==> config.mk <==
export PLATFORM = sky130hd
export DESIGN_NAME = tile_map_arbiter_flat
export DESIGN_NICKNAME = d
export VERILOG_FILES = /design/src/rtl/tile_map_if.sv /design/src/rtl/tile_map_arbiter.sv /design/src/flat_wrapper.sv
export SDC_FILE = /design/constraint.sdc
export NUM_CORES = 1
export LEC_CHECK = 0
export ABC_AREA = 1
export CAP_MARGIN = 10
export CORE_MARGIN = 5
export CORE_UTILIZATION = 37
export CTS_BUF_LIST = sky130_fd_sc_hd__clkbuf_16
export DETAILED_ROUTE_END_ITERATION = 10
export GPL_ROUTABILITY_DRIVEN = 1
export HOLD_SLACK_MARGIN = 0.08
export PLACE_DENSITY_LB_ADDON = 0.2
export SLEW_MARGIN = 10
export SYNTH_ARGS = -nofsm -noshare
export SYNTH_HDL_FRONTEND = slang
export SYNTH_SLANG_ARGS = --single-unit
export TNS_END_PERCENT = 30
==> constraint.sdc <==
create_clock -name clk -period 3.6 [get_ports clk]
set_input_delay 0.54 -clock clk [delete_from_list [all_inputs] [get_ports clk]]
set_output_delay 0.54 -clock clk [all_outputs]
set_load 0.03 [all_outputs]
==> src/rtl/tile_map_if.sv <==
// tile_map_if: raster position, game-logic read/write handshakes and tile-map RAM port
interface tile_map_if #(
  parameter int TILE_BITS = 8,
  parameter int ADDR_BITS = 11
);
  logic [9:0] hpos, vpos;
  logic wr_valid, wr_ready, rd_valid, rd_ready, rd_data_valid;
  logic [ADDR_BITS-1:0] wr_addr, rd_addr, mem_addr;
  logic [TILE_BITS-1:0] wr_data, rd_data, mem_wdata, mem_rdata, tile;
  logic mem_en, mem_we;
  modport master (
    output hpos, vpos, wr_valid, wr_addr, wr_data, rd_valid, rd_addr, mem_rdata,
    input  wr_ready, rd_ready, rd_data, rd_data_valid, mem_en, mem_we, mem_addr, mem_wdata, tile
  );
  modport slave (
    input  hpos, vpos, wr_valid, wr_addr, wr_data, rd_valid, rd_addr, mem_rdata,
    output wr_ready, rd_ready, rd_data, rd_data_valid, mem_en, mem_we, mem_addr, mem_wdata, tile
  );
endinterface

==> src/rtl/tile_map_arbiter.sv <==
// tile_map_arbiter: tile-map RAM owner; raster tile prefetch preempts round-robin write/read ports
module tile_map_arbiter #(
  parameter int TILE_BITS = 8,
  parameter int ADDR_BITS = 11,
  parameter bit WRITE_VBLANK_ONLY = 1'b1
) (
  input logic clk,
  input logic rst,
  tile_map_if.slave bus
);
  typedef enum logic [1:0] {NONE, FETCH, READ} tag_t;
  tag_t tag, tag_nxt;
  logic [9:0] nxt_line;
  logic in_slot, ls_slot, fetch, wr_elig, rd_elig, wr_gnt, rd_gnt, rr, load;
  logic [4:0] f_row;
  logic [5:0] f_col;
  logic [ADDR_BITS-1:0] f_addr;
  logic [TILE_BITS-1:0] next_q, rd_hold, tile_q;
  always_comb begin
    nxt_line = (bus.vpos == 10'd524) ? 10'd0 : bus.vpos + 10'd1;
    in_slot = bus.vpos < 10'd480 && bus.hpos < 10'd624 && bus.hpos[3:0] == 4'd0;
    ls_slot = bus.hpos == 10'd784 && nxt_line < 10'd480;
    fetch = !rst && (in_slot || ls_slot);
    f_row = in_slot ? bus.vpos[8:4] : nxt_line[8:4];
    f_col = in_slot ? bus.hpos[9:4] + 6'd1 : 6'd0;
    f_addr = (ADDR_BITS'(f_row) << 5) + (ADDR_BITS'(f_row) << 3) + ADDR_BITS'(f_col);
    wr_elig = bus.wr_valid && (!WRITE_VBLANK_ONLY || bus.vpos >= 10'd480);
    rd_elig = bus.rd_valid;
    wr_gnt = !rst && !fetch && wr_elig && (!rd_elig || !rr);
    rd_gnt = !rst && !fetch && rd_elig && (!wr_elig || rr);
    tag_nxt = fetch ? FETCH : rd_gnt ? READ : NONE;
    load = (bus.hpos[3:0] == 4'd15 && bus.hpos < 10'd624) || bus.hpos == 10'd799;
  end
  always_ff @(posedge clk) begin
    if (rst) begin
      tag <= NONE;
      rr <= 1'b0;
      next_q <= '0;
      rd_hold <= '0;
      tile_q <= '0;
    end else begin
      tag <= tag_nxt;
      if (wr_gnt || rd_gnt) rr <= !rr;
      if (tag == FETCH) next_q <= bus.mem_rdata;
      if (tag == READ) rd_hold <= bus.mem_rdata;
      if (load) tile_q <= next_q;
    end
  end
  assign bus.wr_ready = wr_gnt;
  assign bus.rd_ready = rd_gnt;
  assign bus.mem_en = fetch || wr_gnt || rd_gnt;
  assign bus.mem_we = wr_gnt;
  assign bus.mem_addr = fetch ? f_addr : wr_gnt ? bus.wr_addr : rd_gnt ? bus.rd_addr : '0;
  assign bus.mem_wdata = wr_gnt ? bus.wr_data : '0;
  // Read data is the RAM output passed straight through on return, then held.
  assign bus.rd_data_valid = !rst && tag == READ;
  assign bus.rd_data = rst ? '0 : (tag == READ) ? bus.mem_rdata : rd_hold;
  assign bus.tile = tile_q;
endmodule

==> src/flat_wrapper.sv <==
// flat-port wrapper written by rule: the top's interface ports become plain ports
module tile_map_arbiter_flat 
#(
  parameter int TILE_BITS = 8,
  parameter int ADDR_BITS = 11,
  parameter bit WRITE_VBLANK_ONLY = 1'b1
)
  (clk, rst, bus_hpos, bus_vpos, bus_wr_valid, bus_wr_addr, bus_wr_data, bus_rd_valid, bus_rd_addr, bus_mem_rdata, bus_wr_ready, bus_rd_ready, bus_rd_data, bus_rd_data_valid, bus_mem_en, bus_mem_we, bus_mem_addr, bus_mem_wdata, bus_tile);
  tile_map_if #(.TILE_BITS(TILE_BITS), .ADDR_BITS(ADDR_BITS)) bus_i ();
  input logic clk;
  input logic rst;
  input wire logic [$bits(bus_i.hpos)-1:0] bus_hpos;
  input wire logic [$bits(bus_i.vpos)-1:0] bus_vpos;
  input wire logic [$bits(bus_i.wr_valid)-1:0] bus_wr_valid;
  input wire logic [$bits(bus_i.wr_addr)-1:0] bus_wr_addr;
  input wire logic [$bits(bus_i.wr_data)-1:0] bus_wr_data;
  input wire logic [$bits(bus_i.rd_valid)-1:0] bus_rd_valid;
  input wire logic [$bits(bus_i.rd_addr)-1:0] bus_rd_addr;
  input wire logic [$bits(bus_i.mem_rdata)-1:0] bus_mem_rdata;
  output wire logic [$bits(bus_i.wr_ready)-1:0] bus_wr_ready;
  output wire logic [$bits(bus_i.rd_ready)-1:0] bus_rd_ready;
  output wire logic [$bits(bus_i.rd_data)-1:0] bus_rd_data;
  output wire logic [$bits(bus_i.rd_data_valid)-1:0] bus_rd_data_valid;
  output wire logic [$bits(bus_i.mem_en)-1:0] bus_mem_en;
  output wire logic [$bits(bus_i.mem_we)-1:0] bus_mem_we;
  output wire logic [$bits(bus_i.mem_addr)-1:0] bus_mem_addr;
  output wire logic [$bits(bus_i.mem_wdata)-1:0] bus_mem_wdata;
  output wire logic [$bits(bus_i.tile)-1:0] bus_tile;
  assign bus_i.hpos = bus_hpos;
  assign bus_i.vpos = bus_vpos;
  assign bus_i.wr_valid = bus_wr_valid;
  assign bus_i.wr_addr = bus_wr_addr;
  assign bus_i.wr_data = bus_wr_data;
  assign bus_i.rd_valid = bus_rd_valid;
  assign bus_i.rd_addr = bus_rd_addr;
  assign bus_i.mem_rdata = bus_mem_rdata;
  assign bus_wr_ready = bus_i.wr_ready;
  assign bus_rd_ready = bus_i.rd_ready;
  assign bus_rd_data = bus_i.rd_data;
  assign bus_rd_data_valid = bus_i.rd_data_valid;
  assign bus_mem_en = bus_i.mem_en;
  assign bus_mem_we = bus_i.mem_we;
  assign bus_mem_addr = bus_i.mem_addr;
  assign bus_mem_wdata = bus_i.mem_wdata;
  assign bus_tile = bus_i.tile;
  tile_map_arbiter #(.TILE_BITS(TILE_BITS), .ADDR_BITS(ADDR_BITS), .WRITE_VBLANK_ONLY(WRITE_VBLANK_ONLY)) u_core (.clk(clk), .rst(rst), .bus(bus_i));
endmodule
==> flow_metrics.tcl <==
set metrics [dict create \
    outcome "complete, but fails checks" \
    violations "negative setup slack" \
    design.die.area_um2 7350 \
    setup_slack_ns -0.237 \
    period_minus_slack_ns 3.84 \
    synth_seq_area_share_pct 25.5 \
    cts_tree "yes" \
    instances_no_fill 572 \
    setup_violations 5 \
    cts_buffer_depth 2 \
    synth_nets 412 \
    p_int_mw 0.645 \
    drt-initial-drc-count 106 \
    yosys-top-cells-count "nor2_1, nand2_1, inv_1" \
    cp_cell_sequence "buf_8 -> ha_4 -> nand2_2 -> nand2_2 -> nand2_2 -> nand2_2 -> nor2_4 -> inv_4 -> a211o_1 -> fa_2 -> inv_2 -> fa_2 -> a21oi_2 -> o21bai_1 -> or2_4 -> nand3_4 -> nand3_4 -> buf_6" \
    slew_viol_final 0 \
    power_frac_comb_pct 40.7 \
    syn_area_per_cell_um2 6.30 \
    wirelength_um 7550 \
    start_kind "input pin" \
    criticalPathCategory "in -> out" \
    synth_ff_type "dfxtp_1" \
    rsz0062_at_grt "yes" \
    clock-sinks 27 \
    start_util_pct 38.3 \
    tightest_slew_ns 0.585 \
    core_um2 5540 \
    grt_pass1_vias 2707 \
    drtPass1Iterations 4 \
    drc 0 \
    fill_cells 476 \
    ys_types 32 \
    layout-drive-gt1-share_pct 33.0 \
    grt_max_degree 15 \
    power_mw 0.939 \
    syn2layout_area_growth_pct 82.1 \
    period_share_pct 107 \
    yosys-top-cells-area "dfxtp_1, nor2_1, nand2_1" \
    syn_area_um2 2120 \
    port_buffers 101 \
    maxCapViolCount 0 \
    yosysTopAreaCellShare_pct 25.5 \
    max_stage_delay_ns 0.58 \
    drtAntennaViolNets 0 \
    cts-root-buf "clkbuf_16" \
    cpMaxStageDelayCell "fa_2" \
    yosysTopAreaCell "dfxtp_1" \
    fmax_mhz 261 \
    grt_overflow 0 \
    synth-edff-count 0 \
    synth-seq-cells 27 \
    p_clk_share_pct 26.1 \
    p_per_area_nw_per_um2 243 \
    die_h_um 85.8 \
    clk_pin_slew_worst_paths_ns 0.06 \
    antenna_found_initial 0 \
    crit_arrival_ns 3.30 \
    slew_headroom_pct 60.8 \
    syn_inst 337 \
    hold_viol_final 0 \
    vias 2721 \
    cts_buffers 3 \
    synth_most_common_cell "nor2_1" \
    hp-class "reg -> reg" \
    grt_pass1_wl_um 12000 \
    switching_share_pct 31.3 \
    crit_path_max_fanout 7 \
    htreeDepth 1 \
    skew_ns 0.00261 \
    clock_latency_ns 0.26 \
    timing.critical_path.mode_cell "nand2_2" \
    gp_congestion 0.849 \
    ir_worst_vdd_mv 0.277 \
    dp.final_hpwl_um 6210 \
    grt_usage_pct 19.9 \
    rows 27 \
    yosys_warnings 0 \
    power_frac_seq_pct 33.3 \
    p_leak_nw 1.96 \
    ios 102 \
    fin_setup_tns_ns -1.01 \
    hold_buffers 0 \
    nets 576 \
    diodes 0 \
    critPathCaptureType "primary output" \
    synthArstFlopShare_pct 0 \
    dp.cells 560 \
    wl_per_cell_um 13.2 \
    viasPerCell 4.76 \
    required_ns 3.06 \
    die_x_um 85.8 \
    power.switching_mw 0.294 \
]
-- path summary, 6_finish.rpt --
check	from	cells after the start	slack, ns	to
max	bus_hpos[5]	18	-0.24	bus_mem_addr[8]
min	u_core.next_q[6]	2	0.48	u_core.next_q[6]
max reg2reg	u_core.tag[1]	5	2.01	u_core.rd_hold[1]
min reg2reg	u_core.next_q[6]	2	0.48	u_core.next_q[6]
-- routing by layer --
layer  global-route usage, %  up-vias  share of wire [%]
li1                        -     1383                  -
met1                    22.9     1244                 42
met2                    37.3       86                 50
met3                    4.23        8                6.4
met4                    4.32        0                1.1
met5                       0        -                  0
-- stage by stage --
step                      setup WS (ns)  cell area, um^2  hold WS [ns]  utilization (%)
after global routing             -0.371             3870         0.508             69.8
after floorplan                 -0.0385             2180         0.456                -
final                            -0.237             3870         0.483             69.8
after CTS                        -0.165             3790         0.487             68.5
after detailed placement          -1.07             3600         0.472             65.0
after global placement           -0.956             3600         0.464             65.0
-- area by class of cell --
| cell class | count | area [um^2] | area share, % |
|---|---|---|---|
| multi-input combinational | 253 | 1540 | 39.7 |
| timing repair buffer | 168 | 1440 | 37.2 |
| sequential | 27 | 541 | 14.0 |
| inverter | 48 | 183 | 4.72 |
| tap | 72 | 90.1 | 2.33 |
| clock buffer | 3 | 75.1 | 1.94 |
| clock inverter | 1 | 3.75 | 0.0971 |
-- kinds of logic after synthesis --
kind of cell	share of synthesized area, %
buffers and inverters	11.5
adders and majority gates	8.37
xor gates and xnor gates	1.24
DFF	25.5
and+or+nand+nor	42.5
AOI/OAI and AO/OA	10.9
-- worst max-delay path, delay by kind of cell --
kind                       cells  cell delay, ns
AOI/OAI and AO/OA              3            0.49
buffers and inverters          4            0.37
adders and majority gates      3            1.13
and+or+nand+nor                8            0.78
-- flip-flops by register name, indices dropped and copies added, names as in the netlist --
register / cells
u_core.tag: 2
u_core.rd_hold: 8
u_core.next_q: 8
u_core.rr: 1
u_core.bus.tile: 8
-- cells in the final DEF (no fill, tap or decap), drive strengths merged, types with 2 or more instances in the layout --
master,Yosys,routed
dfxtp,27,27
o21ai,33,33
nand4,2,2
nor2,84,84
buf,6,97
a21oi,5,5
xor2,2,2
or2,2,2
nand3,35,35
fa,2,2
clkdlybuf4s50,0,58
inv,47,48
nand2,68,68
nor3,2,2
dlygate4sd2,0,11
o21bai,2,2
clkbuf,3,4
ha,11,11
-- power by group through the flow --
stage               Clock, mW  Combinational (mW)  Sequential [mW]
finish                  0.245               0.382            0.312
floorplan                   0               0.160            0.323
global placement            0               0.347            0.319
CTS                     0.250               0.369            0.312
detailed placement          0               0.353            0.319
global route            0.260               0.413            0.313
-- repair_timing --
action                                  4_1_cts  5_1_grt
buffers inserted                              5        3
pin swaps                                    19       19
endpoints found under the setup margin        6        5
gates cloned                                  0        0
resized for setup                            91       17
Power figures use the tool's default switching activity.
